### src/rtl/ext_bus_pkg.sv
// Shared types and constants for the external asynchronous bus initiator.
package ext_bus_pkg;

    localparam int PHASE_W = 4;
    localparam int WAIT_W  = 8;

    localparam int DEF_SETUP_CYC  = 1;
    localparam int DEF_STROBE_CYC = 2;
    localparam int DEF_HOLD_CYC   = 1;
    localparam int DEF_WAIT_MAX   = 255;

    typedef enum logic [2:0] {
        ST_IDLE,
        ST_SETUP,
        ST_STROBE,
        ST_WAIT,
        ST_HOLD,
        ST_DONE
    } bus_state_e;

    // Active-low strobe levels during the strobe phase, packed as {rdn, wr1n, wr0n}.
    function automatic logic [2:0] strobe_levels(input logic we, input logic [1:0] be);
        return we ? {1'b1, ~be[1], ~be[0]} : 3'b011;
    endfunction

endpackage

### src/rtl/ext_bus_ctrl_if.sv
// Core-side request/acknowledge channel of the external bus initiator.
interface ext_bus_ctrl_if;
    import ext_bus_pkg::*;

    logic        REQ;
    logic        WE;
    logic [1:0]  BE;
    logic [15:0] ADDR;
    logic [15:0] WDATA;
    logic [15:0] RDATA;
    logic        ACK;
    logic        ERR;
    logic        BUSY;

    modport master (
        output REQ, WE, BE, ADDR, WDATA,
        input  RDATA, ACK, ERR, BUSY
    );

    modport slave (
        input  REQ, WE, BE, ADDR, WDATA,
        output RDATA, ACK, ERR, BUSY
    );

endinterface

### src/rtl/ext_bus_ctrl_sync2.sv
// Two-flop synchroniser for asynchronous board inputs; flops reset to RESET_VAL.
module sync2 #(
    parameter int   WIDTH     = 1,
    parameter logic RESET_VAL = 1'b1
) (
    input  logic             CLK,
    input  logic             RESETN,
    input  logic [WIDTH-1:0] d,
    output logic [WIDTH-1:0] q
);

    logic [WIDTH-1:0] meta_reg;
    logic [WIDTH-1:0] sync_reg;

    always_ff @(posedge CLK or negedge RESETN) begin
        if (!RESETN) begin
            meta_reg <= {WIDTH{RESET_VAL}};
            sync_reg <= {WIDTH{RESET_VAL}};
        end else begin
            meta_reg <= d;
            sync_reg <= meta_reg;
        end
    end

    assign q = sync_reg;

endmodule

### src/rtl/ext_bus_ctrl.sv
// CPU-side initiator turning a single REQ/ACK transaction into a timed read or
// write cycle on the off-chip 16-bit asynchronous bus; every pin is a flop output.
module ext_bus_ctrl
    import ext_bus_pkg::*;
#(
    parameter int SETUP_CYC  = DEF_SETUP_CYC,
    parameter int STROBE_CYC = DEF_STROBE_CYC,
    parameter int HOLD_CYC   = DEF_HOLD_CYC,
    parameter int WAIT_MAX   = DEF_WAIT_MAX
) (
    input  logic          CLK,
    input  logic          RESETN,
    ext_bus_ctrl_if.slave core,
    output logic [15:0]   PIN_ADDR,
    output logic [15:0]   PIN_DBUS_O,
    output logic          PIN_DBUS_OE,
    input  logic [15:0]   PIN_DBUS_I,
    output logic          PIN_RDN,
    output logic          PIN_WR0N,
    output logic          PIN_WR1N,
    input  logic          PIN_WAITN
);

    localparam logic [PHASE_W-1:0] SETUP_LAST  = PHASE_W'((SETUP_CYC  > 0) ? SETUP_CYC  - 1 : 0);
    localparam logic [PHASE_W-1:0] STROBE_LAST = PHASE_W'((STROBE_CYC > 0) ? STROBE_CYC - 1 : 0);
    localparam logic [PHASE_W-1:0] HOLD_LAST   = PHASE_W'((HOLD_CYC   > 0) ? HOLD_CYC   - 1 : 0);
    localparam logic [WAIT_W-1:0]  WAIT_LAST   = WAIT_W'((WAIT_MAX    > 0) ? WAIT_MAX   - 1 : 0);

    bus_state_e         state_reg,    state_next;
    logic [PHASE_W-1:0] phase_reg,    phase_next;
    logic [WAIT_W-1:0]  wait_cnt_reg, wait_cnt_next;
    logic               we_reg,       we_next;
    logic [1:0]         be_reg,       be_next;
    logic               timeout_reg,  timeout_next;
    logic [15:0]        addr_reg,     addr_next;
    logic [15:0]        dout_reg,     dout_next;
    logic               oe_reg,       oe_next;
    logic [2:0]         strobe_reg,   strobe_next;
    logic [15:0]        rdata_reg,    rdata_next;
    logic               ack_reg,      ack_next;
    logic               err_reg,      err_next;
    logic               busy_reg,     busy_next;

    logic waitn_sync;
    logic leave_strobe;
    logic abort;
    logic enter_done;

    sync2 #(
        .WIDTH     (1),
        .RESET_VAL (1'b1)
    ) u_waitn_sync (
        .CLK    (CLK),
        .RESETN (RESETN),
        .d      (PIN_WAITN),
        .q      (waitn_sync)
    );

    always_ff @(posedge CLK or negedge RESETN) begin
        if (!RESETN) begin
            state_reg    <= ST_IDLE;
            phase_reg    <= '0;
            wait_cnt_reg <= '0;
            we_reg       <= 1'b0;
            be_reg       <= 2'b00;
            timeout_reg  <= 1'b0;
            addr_reg     <= '0;
            dout_reg     <= '0;
            oe_reg       <= 1'b0;
            strobe_reg   <= 3'b111;
            rdata_reg    <= '0;
            ack_reg      <= 1'b0;
            err_reg      <= 1'b0;
            busy_reg     <= 1'b0;
        end else begin
            state_reg    <= state_next;
            phase_reg    <= phase_next;
            wait_cnt_reg <= wait_cnt_next;
            we_reg       <= we_next;
            be_reg       <= be_next;
            timeout_reg  <= timeout_next;
            addr_reg     <= addr_next;
            dout_reg     <= dout_next;
            oe_reg       <= oe_next;
            strobe_reg   <= strobe_next;
            rdata_reg    <= rdata_next;
            ack_reg      <= ack_next;
            err_reg      <= err_next;
            busy_reg     <= busy_next;
        end
    end

    always_comb begin
        state_next    = state_reg;
        phase_next    = phase_reg;
        wait_cnt_next = wait_cnt_reg;
        we_next       = we_reg;
        be_next       = be_reg;
        timeout_next  = timeout_reg;
        addr_next     = addr_reg;
        dout_next     = dout_reg;
        oe_next       = oe_reg;
        strobe_next   = strobe_reg;
        rdata_next    = rdata_reg;
        ack_next      = 1'b0;
        err_next      = 1'b0;
        busy_next     = busy_reg;
        leave_strobe  = 1'b0;
        abort         = 1'b0;
        enter_done    = 1'b0;

        unique case (state_reg)
            ST_IDLE: begin
                if (core.REQ) begin
                    we_next      = core.WE;
                    be_next      = core.BE;
                    addr_next    = core.ADDR;
                    dout_next    = core.WDATA;
                    oe_next      = core.WE;
                    busy_next    = 1'b1;
                    timeout_next = 1'b0;
                    phase_next   = '0;
                    if (SETUP_CYC == 0) begin
                        state_next  = ST_STROBE;
                        strobe_next = strobe_levels(core.WE, core.BE);
                    end else begin
                        state_next  = ST_SETUP;
                    end
                end
            end

            ST_SETUP: begin
                if (phase_reg == SETUP_LAST) begin
                    state_next  = ST_STROBE;
                    phase_next  = '0;
                    strobe_next = strobe_levels(we_reg, be_reg);
                end else begin
                    phase_next  = phase_reg + 1'b1;
                end
            end

            ST_STROBE: begin
                if (phase_reg == STROBE_LAST) begin
                    if (!waitn_sync) begin
                        state_next    = ST_WAIT;
                        wait_cnt_next = '0;
                    end else begin
                        leave_strobe  = 1'b1;
                    end
                end else begin
                    phase_next = phase_reg + 1'b1;
                end
            end

            // A release seen on the final wait cycle still completes normally.
            ST_WAIT: begin
                if (waitn_sync) begin
                    leave_strobe = 1'b1;
                end else if (wait_cnt_reg == WAIT_LAST) begin
                    leave_strobe = 1'b1;
                    abort        = 1'b1;
                end else begin
                    wait_cnt_next = wait_cnt_reg + 1'b1;
                end
            end

            ST_HOLD: begin
                if (phase_reg == HOLD_LAST) begin
                    enter_done = 1'b1;
                end else begin
                    phase_next = phase_reg + 1'b1;
                end
            end

            ST_DONE: begin
                state_next = ST_IDLE;
                busy_next  = 1'b0;
            end

            default: begin
                state_next = ST_IDLE;
            end
        endcase

        if (leave_strobe) begin
            strobe_next  = 3'b111;
            timeout_next = abort;
            phase_next   = '0;
            if (!abort && !we_reg) begin
                rdata_next = PIN_DBUS_I;
            end
            if (HOLD_CYC == 0) begin
                enter_done = 1'b1;
            end else begin
                state_next = ST_HOLD;
            end
        end

        if (enter_done) begin
            state_next = ST_DONE;
            ack_next   = 1'b1;
            err_next   = timeout_next;
            oe_next    = 1'b0;
        end
    end

    assign PIN_ADDR    = addr_reg;
    assign PIN_DBUS_O  = dout_reg;
    assign PIN_DBUS_OE = oe_reg;
    assign PIN_RDN     = strobe_reg[2];
    assign PIN_WR1N    = strobe_reg[1];
    assign PIN_WR0N    = strobe_reg[0];

    assign core.RDATA  = rdata_reg;
    assign core.ACK    = ack_reg;
    assign core.ERR    = err_reg;
    assign core.BUSY   = busy_reg;

endmodule

### src/flat_wrapper.sv
// flat-port wrapper written by rule: the top's interface ports become plain ports
module ext_bus_ctrl_flat import ext_bus_pkg::*;
#(
    parameter int SETUP_CYC  = DEF_SETUP_CYC,
    parameter int STROBE_CYC = DEF_STROBE_CYC,
    parameter int HOLD_CYC   = DEF_HOLD_CYC,
    parameter int WAIT_MAX   = DEF_WAIT_MAX
)
  (CLK, RESETN, PIN_ADDR, PIN_DBUS_O, PIN_DBUS_OE, PIN_DBUS_I, PIN_RDN, PIN_WR0N, PIN_WR1N, PIN_WAITN, core_REQ, core_WE, core_BE, core_ADDR, core_WDATA, core_RDATA, core_ACK, core_ERR, core_BUSY);
  ext_bus_ctrl_if core_i ();
  input  logic CLK;
  input  logic RESETN;
  output logic [15:0] PIN_ADDR;
  output logic [15:0] PIN_DBUS_O;
  output logic PIN_DBUS_OE;
  input  logic [15:0] PIN_DBUS_I;
  output logic PIN_RDN;
  output logic PIN_WR0N;
  output logic PIN_WR1N;
  input  logic PIN_WAITN;
  input wire logic [$bits(core_i.REQ)-1:0] core_REQ;
  input wire logic [$bits(core_i.WE)-1:0] core_WE;
  input wire logic [$bits(core_i.BE)-1:0] core_BE;
  input wire logic [$bits(core_i.ADDR)-1:0] core_ADDR;
  input wire logic [$bits(core_i.WDATA)-1:0] core_WDATA;
  output wire logic [$bits(core_i.RDATA)-1:0] core_RDATA;
  output wire logic [$bits(core_i.ACK)-1:0] core_ACK;
  output wire logic [$bits(core_i.ERR)-1:0] core_ERR;
  output wire logic [$bits(core_i.BUSY)-1:0] core_BUSY;
  assign core_i.REQ = core_REQ;
  assign core_i.WE = core_WE;
  assign core_i.BE = core_BE;
  assign core_i.ADDR = core_ADDR;
  assign core_i.WDATA = core_WDATA;
  assign core_RDATA = core_i.RDATA;
  assign core_ACK = core_i.ACK;
  assign core_ERR = core_i.ERR;
  assign core_BUSY = core_i.BUSY;
  ext_bus_ctrl #(.SETUP_CYC(SETUP_CYC), .STROBE_CYC(STROBE_CYC), .HOLD_CYC(HOLD_CYC), .WAIT_MAX(WAIT_MAX)) u_core (.CLK(CLK), .RESETN(RESETN), .core(core_i), .PIN_ADDR(PIN_ADDR), .PIN_DBUS_O(PIN_DBUS_O), .PIN_DBUS_OE(PIN_DBUS_OE), .PIN_DBUS_I(PIN_DBUS_I), .PIN_RDN(PIN_RDN), .PIN_WR0N(PIN_WR0N), .PIN_WR1N(PIN_WR1N), .PIN_WAITN(PIN_WAITN));
endmodule
### config.mk
export PLATFORM = sky130hd
export DESIGN_NAME = ext_bus_ctrl_flat
export DESIGN_NICKNAME = d
export VERILOG_FILES = /design/src/rtl/ext_bus_pkg.sv /design/src/rtl/ext_bus_ctrl_if.sv /design/src/rtl/ext_bus_ctrl_sync2.sv /design/src/rtl/ext_bus_ctrl.sv /design/src/flat_wrapper.sv
export SDC_FILE = /design/constraint.sdc
export NUM_CORES = 1
export LEC_CHECK = 0
export CORE_ASPECT_RATIO = 0.7
export CORE_MARGIN = 1.5
export CORE_UTILIZATION = 45
export DETAILED_ROUTE_END_ITERATION = 7
export PLACE_DENSITY = 0.79
export SLEW_MARGIN = 20
export SYNTH_ARGS = -nofsm -noshare
export SYNTH_HDL_FRONTEND = slang
export SYNTH_SLANG_ARGS = --single-unit
### constraint.sdc
create_clock -name CLK -period 3.91 [get_ports CLK]
set_input_delay 0.5865 -clock CLK [delete_from_list [all_inputs] [get_ports CLK]]
set_output_delay 0.5865 -clock CLK [all_outputs]
set_load 0.005 [all_outputs]
Yosys cells after proc, flatten, opt, wreduce, memory -nomap -nowiden:

Cells that the tools add are included.

* bitwise operators: 2
* reductions and logical operators: 21
* equal/unequal tests: 20
* mux-type cells: 41
* $add $sub $neg: 2

Operators by type and width (count)
* $mux W8: 4
* $mux W3: 10
* $mux W4: 5
* $mux W1: 17
* $pmux W4 S4: 1
* $pmux W8 S2: 1
* $pmux W3 S4: 1
* $reduce_bool A2 Y1: 6
* $reduce_and A2 Y1: 5
* $reduce_and A5 Y1: 2
* $ne A3 B2 Y1 const B: 3
* $add A8 B1 Y8 const B: 1
* $eq A8 B8 Y1 const B: 1
* $ne A2 B2 Y1 const B: 4
* $ne A4 B1 Y1 const B: 2
* $ne A4 B2 Y1 const B: 2
* $eq A3 B2 Y1 const B: 2
* $eq A3 B3 Y1 const B: 2
* $reduce_bool A5 Y1: 1
* $add A4 B1 Y4 const B: 1
* $eq A4 B1 Y1 const B: 1
* $logic_not A4 Y1: 1
* $pmux W1 S2: 2
* $reduce_and A4 Y1: 1
* 8 further kinds: 10

* register bits after elaboration: 76
* output and inout port bits: 55
* input bits: 55
* word-level logic and storage cells: 102

Logic depth before layout (Yosys ltp):

Gate-level depths: netlist of run 1.

* word-level depth: 7
* mapped depth: 8
* gate-level depth less buffers: 6

Hierarchy:

A second synthesis of run 1 with hierarchy kept.

* cells, all modules: 333
* area, all modules: 3383.2 um2

By module, submodules not included
* ext_bus_ctrl: area an instance 3330.7 um2, cells each 331, seq. area each 1855.5 um2, times used 1
* sync2: area an instance 52.6 um2, cells each 2, seq. area each 52.6 um2, times used 1

Worst setup path before layout of run 1:

Ideal clock, no wire load.

* path kind: register to register
* start point: register u_core.phase_reg[1]
* end point: register u_core.rdata_reg[10], in the netlist u_core.core.RDATA[10]
* required time: 3785 ps
* buffers on the path: 1
* setup time: 125 ps
* slack: 2133 ps
* arrival: 1652 ps
* clock period less this slack: 1777 ps
* stages on the path, launching flop included: 8
* path through: dfrtp_1 > inv_1 > ha_1 > nor3b_2 > o211ai_1 > nor2_4 > buf_4 > mux2_2

* longest elaborated chain between the ends: 4

Ends and longest elaborated chain
* start: declaration: line ext_bus_ctrl.sv:30 `logic [PHASE_W-1:0] phase_reg, phase_next;`
* start signal: assignment: line ext_bus_ctrl.sv:77 `phase_reg <= phase_next;`
* $eq A4 B1 Y1: line ext_bus_ctrl.sv:143 `if (phase_reg == STROBE_LAST) begin`
* $mux W1: line ext_bus_ctrl.sv:143
* $pmux W1 S2: line ext_bus_ctrl.sv:112 `unique case (state_reg)`
* $reduce_and A2 Y1 (no source line)
* end signal: assignment: line ext_bus_ctrl.sv:86 `rdata_reg <= rdata_next;`
* end: declaration: line ext_bus_ctrl.sv:39 `logic [15:0] rdata_reg, rdata_next;`

Every way passes these cells.
A chain may end at the register's enable or synchronous reset.

Worst setup path after layout of run 1:

* start point: input core_REQ
* end point: register u_core.we_reg

* longest elaborated chain between the ends: 1

Ends and longest elaborated chain
* start: declaration: line flat_wrapper.sv:21 `input wire logic [$bits(core_i.REQ)-1:0] core_REQ;`
* $reduce_and A2 Y1 (no source line)
* end signal: assignment: line ext_bus_ctrl.sv:79 `we_reg <= we_next;`
* end: declaration: line ext_bus_ctrl.sv:32 `logic we_reg, we_next;`

Every way passes these cells.

==> out/qor.txt, run 1 <==
Status = completed
P per Cell Area = 712 nW/um^2
Nets@finish = 493
Post-synthesis cell type count = 47
Pin count of the biggest net entering global routing = 77
Area leader, netlist = dfrtp_1
Met1 WL = 3.41 mm
Cell Area, Synth = 3330 sq um
Wire length on met3 = 604 microns
Final Instance Area = 4680 sq um
Postcts setup bufs = 0
Routed vias/inst = 4.97
Post-Route WL = 7.46 mm
Die Y = 75.0 microns
Post-synth top cells = nand2_1 (116), dfrtp_1 (71), mux2_2 (15)
Total GRT Usage = 19.9%
Die W = 106 microns
YS warnings = 0
1st-iter DRT viols = 142
Fin worst setup slack = 1760 ps
Worst Path Class, Setup = input pin to register
Clk root buf = clkbuf_8
DR vias = 2665
Max VDD drop = 304 uV
EDFF count, synth = 0
Post-DP Area = 4470 sq um
Gpl congestion = 0.851
Hold Buf Count CTS = 0
Detailed Place HPWL = 5.20 mm
CTS Buffer Depth = 2
Setup-failing EPs final = 0
Routed length per instance = 13.9 microns
DRT Pass-1 Iters = 4
Dpl ws = 1380 ps
Top sig layer = met4
Placeable Area = 7220 sq um
CTS buffer count = 9
Number of global-route vias before repair = 2572
Ys flop type = dfrtp_1
Port-buffer cells = 109
Post-cts repair resize count = 0
Worst-path fanout max = 20
Register bit total from synthesis = 76
TritonCTS clock tree = built
Clock sinks = 76
Total I/O pin count = 110
Initial antenna violation count = 0
Fin crit period = 2150 ps
Met2 WL = 3.36 mm
Total power draw = 3.33 mW
Number of max-cap violations = 0
Area of the die = 7930 sq um
Tightest Pin Transition = 918 ps
Synthesis-to-layout area growth = 40.7%
FILL cells = 614
First-pass GRT wire length = 12.3 mm
DRT antenna net count = 0
Layout cell share with drive strength beyond 1 = 11.0%
Sequential Area = 1910 sq um
Diode count = 0
Top cells by area, synth = dfrtp_1 (53%), nand2_1 (13%), mux2_2 (5.1%), dfstp_2 (3.9%), ha_1 (1.9%)
Cells after Synth = 324
Area occupied by multi-input gates = 1310 sq um
Post-synth top area share = 53.4%
Async set-reset flop share out of synthesis = 100%
Clk pin slew, worst setup/hold paths = 80 ps
Rel. slew slack = 38.8%
Avg Cell Area, Syn = 10.3 sq um
H-tree levels = 3
Achievable Freq = 465 MHz
Worst Setup Start Kind = input pin
Setup TNS = 0 ps
Number of cell rows = 26
Register area share after synthesis = 57.3%
GRT overflow = 0
Final Hold Viols = 0
Crit end category = register
Fin crit share = 55.0%
RSZ-0062 raised after global routing = no
Fin. max-slew vios = 0
Worst-skew pair later-pin latency = 350 ps
Starting Density = 46.1%
Top-count cell post-synth = nand2_1
Post-Route Skew = 6.97 ps
Remaining DRCs = 0
Mapped Nets = 384
Leak Pwr = 2.11 nW
Worst Path Arrival = 2380 ps
Req. time, crit path = 4140 ps
Hold Crit Class = register to register
-- logic make-up (layout without fill, tap and decap cells) --
| logic type | Yosys count | count (layout) | synth area share [%] |
|---|---|---|---|
| and+or+nand+nor | 164 | 164 | 23.2 |
| muxes | 20 | 20 | 6.69 |
| AOI/OAI and AO/OA | 38 | 38 | 7.56 |
| adders and majority gates | 5 | 5 | 1.88 |
| buffers and inverters | 21 | 135 | 3.35 |
| DFF | 76 | 76 | 57.3 |
-- worst paths after layout --
check                                        startpoint                endpoint  slack [ps]  cells after the start
hold / removal             u_core.u_waitn_sync.meta_reg   u_core.u_waitn_sync.q         350                      0
hold reg to reg            u_core.u_waitn_sync.meta_reg   u_core.u_waitn_sync.q         350                      0
max in group asynchronous                        RESETN   u_core.core.RDATA[15]        2950                      1
setup / recovery                               core_REQ           u_core.we_reg        1760                      4
setup reg to reg                    u_core.phase_reg[1]  u_core.wait_cnt_reg[4]        1850                      5
min in group asynchronous                        RESETN    u_core.PIN_DBUS_O[4]         370                      1
-- layout by cell type, fill, tap and decap left out, types with 4 or more instances in the layout --
| cell type | synthesis | routed |
|---|---|---|
| a21oi_1 | 12 | 12 |
| o21ai_0 | 4 | 4 |
| nand2_1 | 116 | 116 |
| nor2_1 | 8 | 8 |
| mux2_2 | 15 | 15 |
| o31ai_1 | 6 | 6 |
| o211ai_1 | 4 | 4 |
| inv_1 | 8 | 8 |
| clkbuf_8 | 0 | 11 |
| dfrtp_1 | 71 | 71 |
| dfstp_2 | 5 | 5 |
| ha_1 | 5 | 5 |
| or4_1 | 6 | 6 |
| nand3_1 | 10 | 10 |
| clkdlybuf4s50_1 | 0 | 108 |
-- power breakdown --
group          leakage (nW)  switching (mW)  total [mW]  internal [mW]
combinational          1.06           0.588        1.37          0.784
sequential            0.948           0.238        1.34           1.10
clock                 0.102           0.290       0.621          0.331
total                  2.11            1.12        3.33           2.22
-- routing by layer --
layer  track usage (%)  vias to the layer above
li1                  -                     1316
met2              29.5                       91
met1              26.9                     1250
met4              5.26                        0
met5                 0                        -
met3              8.74                        8
-- stage by stage --
| stage | cells | utilization, % | hold WS [ps] |
|---|---|---|---|
| 4_1_cts | 536 | 64.8 | 360 |
| 2_1_floorplan | 324 | - | 291 |
| 6_report | 536 | 64.8 | 354 |
| 3_3_place_gp | 520 | 61.9 | 348 |
| 3_5_place_dp | 520 | 61.9 | 349 |
| 5_1_grt | 536 | 64.8 | 363 |
-- area by class of cell --
cell class / instances / area share, %
inverters: 8 / 0.641
clock buffers: 11 / 3.23
flip-flops and latches: 76 / 40.7
well taps: 98 / 2.62
repair buffers: 111 / 23.6
clock inverters: 5 / 1.26
multi-input cells: 227 / 27.9
-- worst max-delay path, cell delays in order --
cell and delay [ps]:
clkdlybuf4s50_1 550, nor4b_4 760, buf_4 370, o21ai_0 110
Power figures use the tool's default switching activity.
==> inputs of run 2 (changes only) <==
==> constraint.sdc (replaced) <==
create_clock -name CLK -period 2.2 [get_ports CLK]
set_input_delay 0.33 -clock CLK [delete_from_list [all_inputs] [get_ports CLK]]
set_output_delay 0.33 -clock CLK [all_outputs]
set_load 0.005 [all_outputs]
==> out/qor.txt, run 2 (same netlist as run 1, synthesis figures left out) <==
Layout cell share with drive strength beyond 1 = 11.5%
Max VDD drop = 537 uV
Diode count = 0
Port-buffer cells = 109
Worst hold path endpoint = u_core.u_waitn_sync.q
First-pass GRT wire length = 12.1 mm
Number of global-route vias before repair = 2556
CTS Buffer Depth = 2
Worst Setup Start Kind = register
Achievable Freq = 498 MHz
Status = completed
H-tree levels = 3
Leak Pwr = 2.14 nW
GRT overflow = 0
Placeable Area = 7220 sq um
Initial antenna violation count = 0
Number of cell rows = 26
Post-Route Skew = 9.19 ps
Path depth of the worst reg2reg path = 6
Post-DP Area = 4530 sq um
Hold Crit Class = register to register
1st-iter DRT viols = 109
Req. time, crit path = 2440 ps
Hold path start = u_core.u_waitn_sync.meta_reg
RR Endpoint = u_core.core.RDATA[9]
Post-Route WL = 7.69 mm
Fin. max-slew vios = 0
Final Instance Area = 4750 sq um
Fin crit share = 91.3%
Crit end category = register
Fin crit period = 2010 ps
Tightest Pin Transition = 555 ps
Number of max-cap violations = 0
Die W = 106 microns
Rel. slew slack = 62.9%
TritonCTS clock tree = built
Final Hold Viols = 0
Most frequent cells in the layout = nand2_1 (116), clkdlybuf4s50_1 (108), dfrtp_1 (71), mux2_2 (15), a21oi_1 (12)
Worst-skew pair later-pin latency = 350 ps
Worst Path Class, Setup = register to register
Nets@finish = 498
FF-to-FF Start = u_core.phase_reg[1]
Clock sinks = 76
DRT antenna net count = 0
DR vias = 2764
Reg2Reg Setup Slack = 190 ps
Synthesis-to-layout area growth = 42.9%
P per Cell Area = 1280 nW/um^2
Detailed Place HPWL = 5.44 mm
Pin count of the biggest net entering global routing = 57
Hold depth = 0
Clk pin slew, worst setup/hold paths = 80 ps
Total I/O pin count = 110
Worst Path Arrival = 2240 ps
Total GRT Usage = 19.8%
Commonest non-fill, non-tap cell in the layout = nand2_1
Starting Density = 46.1%
Setup TNS = 0 ps
Die Y = 75.0 microns
CTS buffer count = 9
Routed vias/inst = 5.11
Setup-failing EPs final = 0
Clk root buf = clkbuf_8
Remaining DRCs = 0
DRT Pass-1 Iters = 4
Gpl congestion = 0.894
Routed length per instance = 14.2 microns
Worst-path fanout max = 16
Area of the die = 7930 sq um
RSZ-0062 raised after global routing = no
Postcts setup bufs = 0
==> run 2: stage by stage <==
stage | hold slack (ps) | utilization [%] | total power, mW | setup slack [ps] | instances
2_1_floorplan | 34.4 | - | 3.55 | 423 | 324
3_3_place_gp | 231 | 62.7 | 4.82 | 296 | 524
3_5_place_dp | 231 | 62.7 | 4.93 | 209 | 524
4_1_cts | 358 | 65.8 | 6.12 | 187 | 541
5_1_grt | 366 | 65.8 | 6.49 | 54.5 | 541
6_report | 357 | 65.8 | 6.07 | 192 | 541
==> run 2: report_power, final <==
group	leakage, nW	internal, mW	switching [mW]	total (mW)
combinational	1.09	1.44	1.15	2.59
sequential	0.948	1.96	0.370	2.33
clock	0.102	0.638	0.510	1.15
==> run 2: worst max path at each step <==
stage,startpoint,to,slack [ps],depth (start not counted)
2_1_floorplan,u_core.phase_reg[1],u_core.core.RDATA[10],420,7
3_3_place_gp,u_core.phase_reg[1],u_core.core.RDATA[12],300,6
3_5_place_dp,u_core.phase_reg[1],u_core.core.RDATA[9],210,6
4_1_cts,u_core.phase_reg[1],u_core.core.RDATA[9],190,6
5_1_grt,u_core.phase_reg[1],u_core.core.RDATA[9],50,6
6_report,u_core.phase_reg[1],u_core.core.RDATA[9],190,6
==> run 2: final cells by class <==
type | instances | area (sq um)
inverters | 8 | 30.0
well taps | 98 | 123
clock inverters | 6 | 88.8
flip-flops and latches | 76 | 1910
multi-input cells | 227 | 1310
repair buffers | 116 | 1170
clock buffers | 10 | 128
fillers | 580 | 2470
==> run 2: per-layer routing <==
layer / wire length [microns] / GRT usage [%] / vias up
li1: - / - / 1326
met1: 3490 / 26.3 / 1310
met2: 3370 / 29.8 / 110
met3: 687 / 7.53 / 18
met4: 145 / 8.11 / 0
met5: 0 / 0 / -
==> run 2: what timing repair did <==
| action | in CTS | in global routing |
|---|---|---|
| hold buffers | 1 | 0 |
| hold endpoints to repair | 20 | 0 |
| gates resized for setup | 0 | 0 |
==> run 2: critical path, cell delays in order, from the launching register on <==
cell and delay [ps]:
dfrtp_1 410, inv_1 100, ha_1 160, nor3b_2 250
o211ai_1 180, nor2_4 390, mux2_2 400
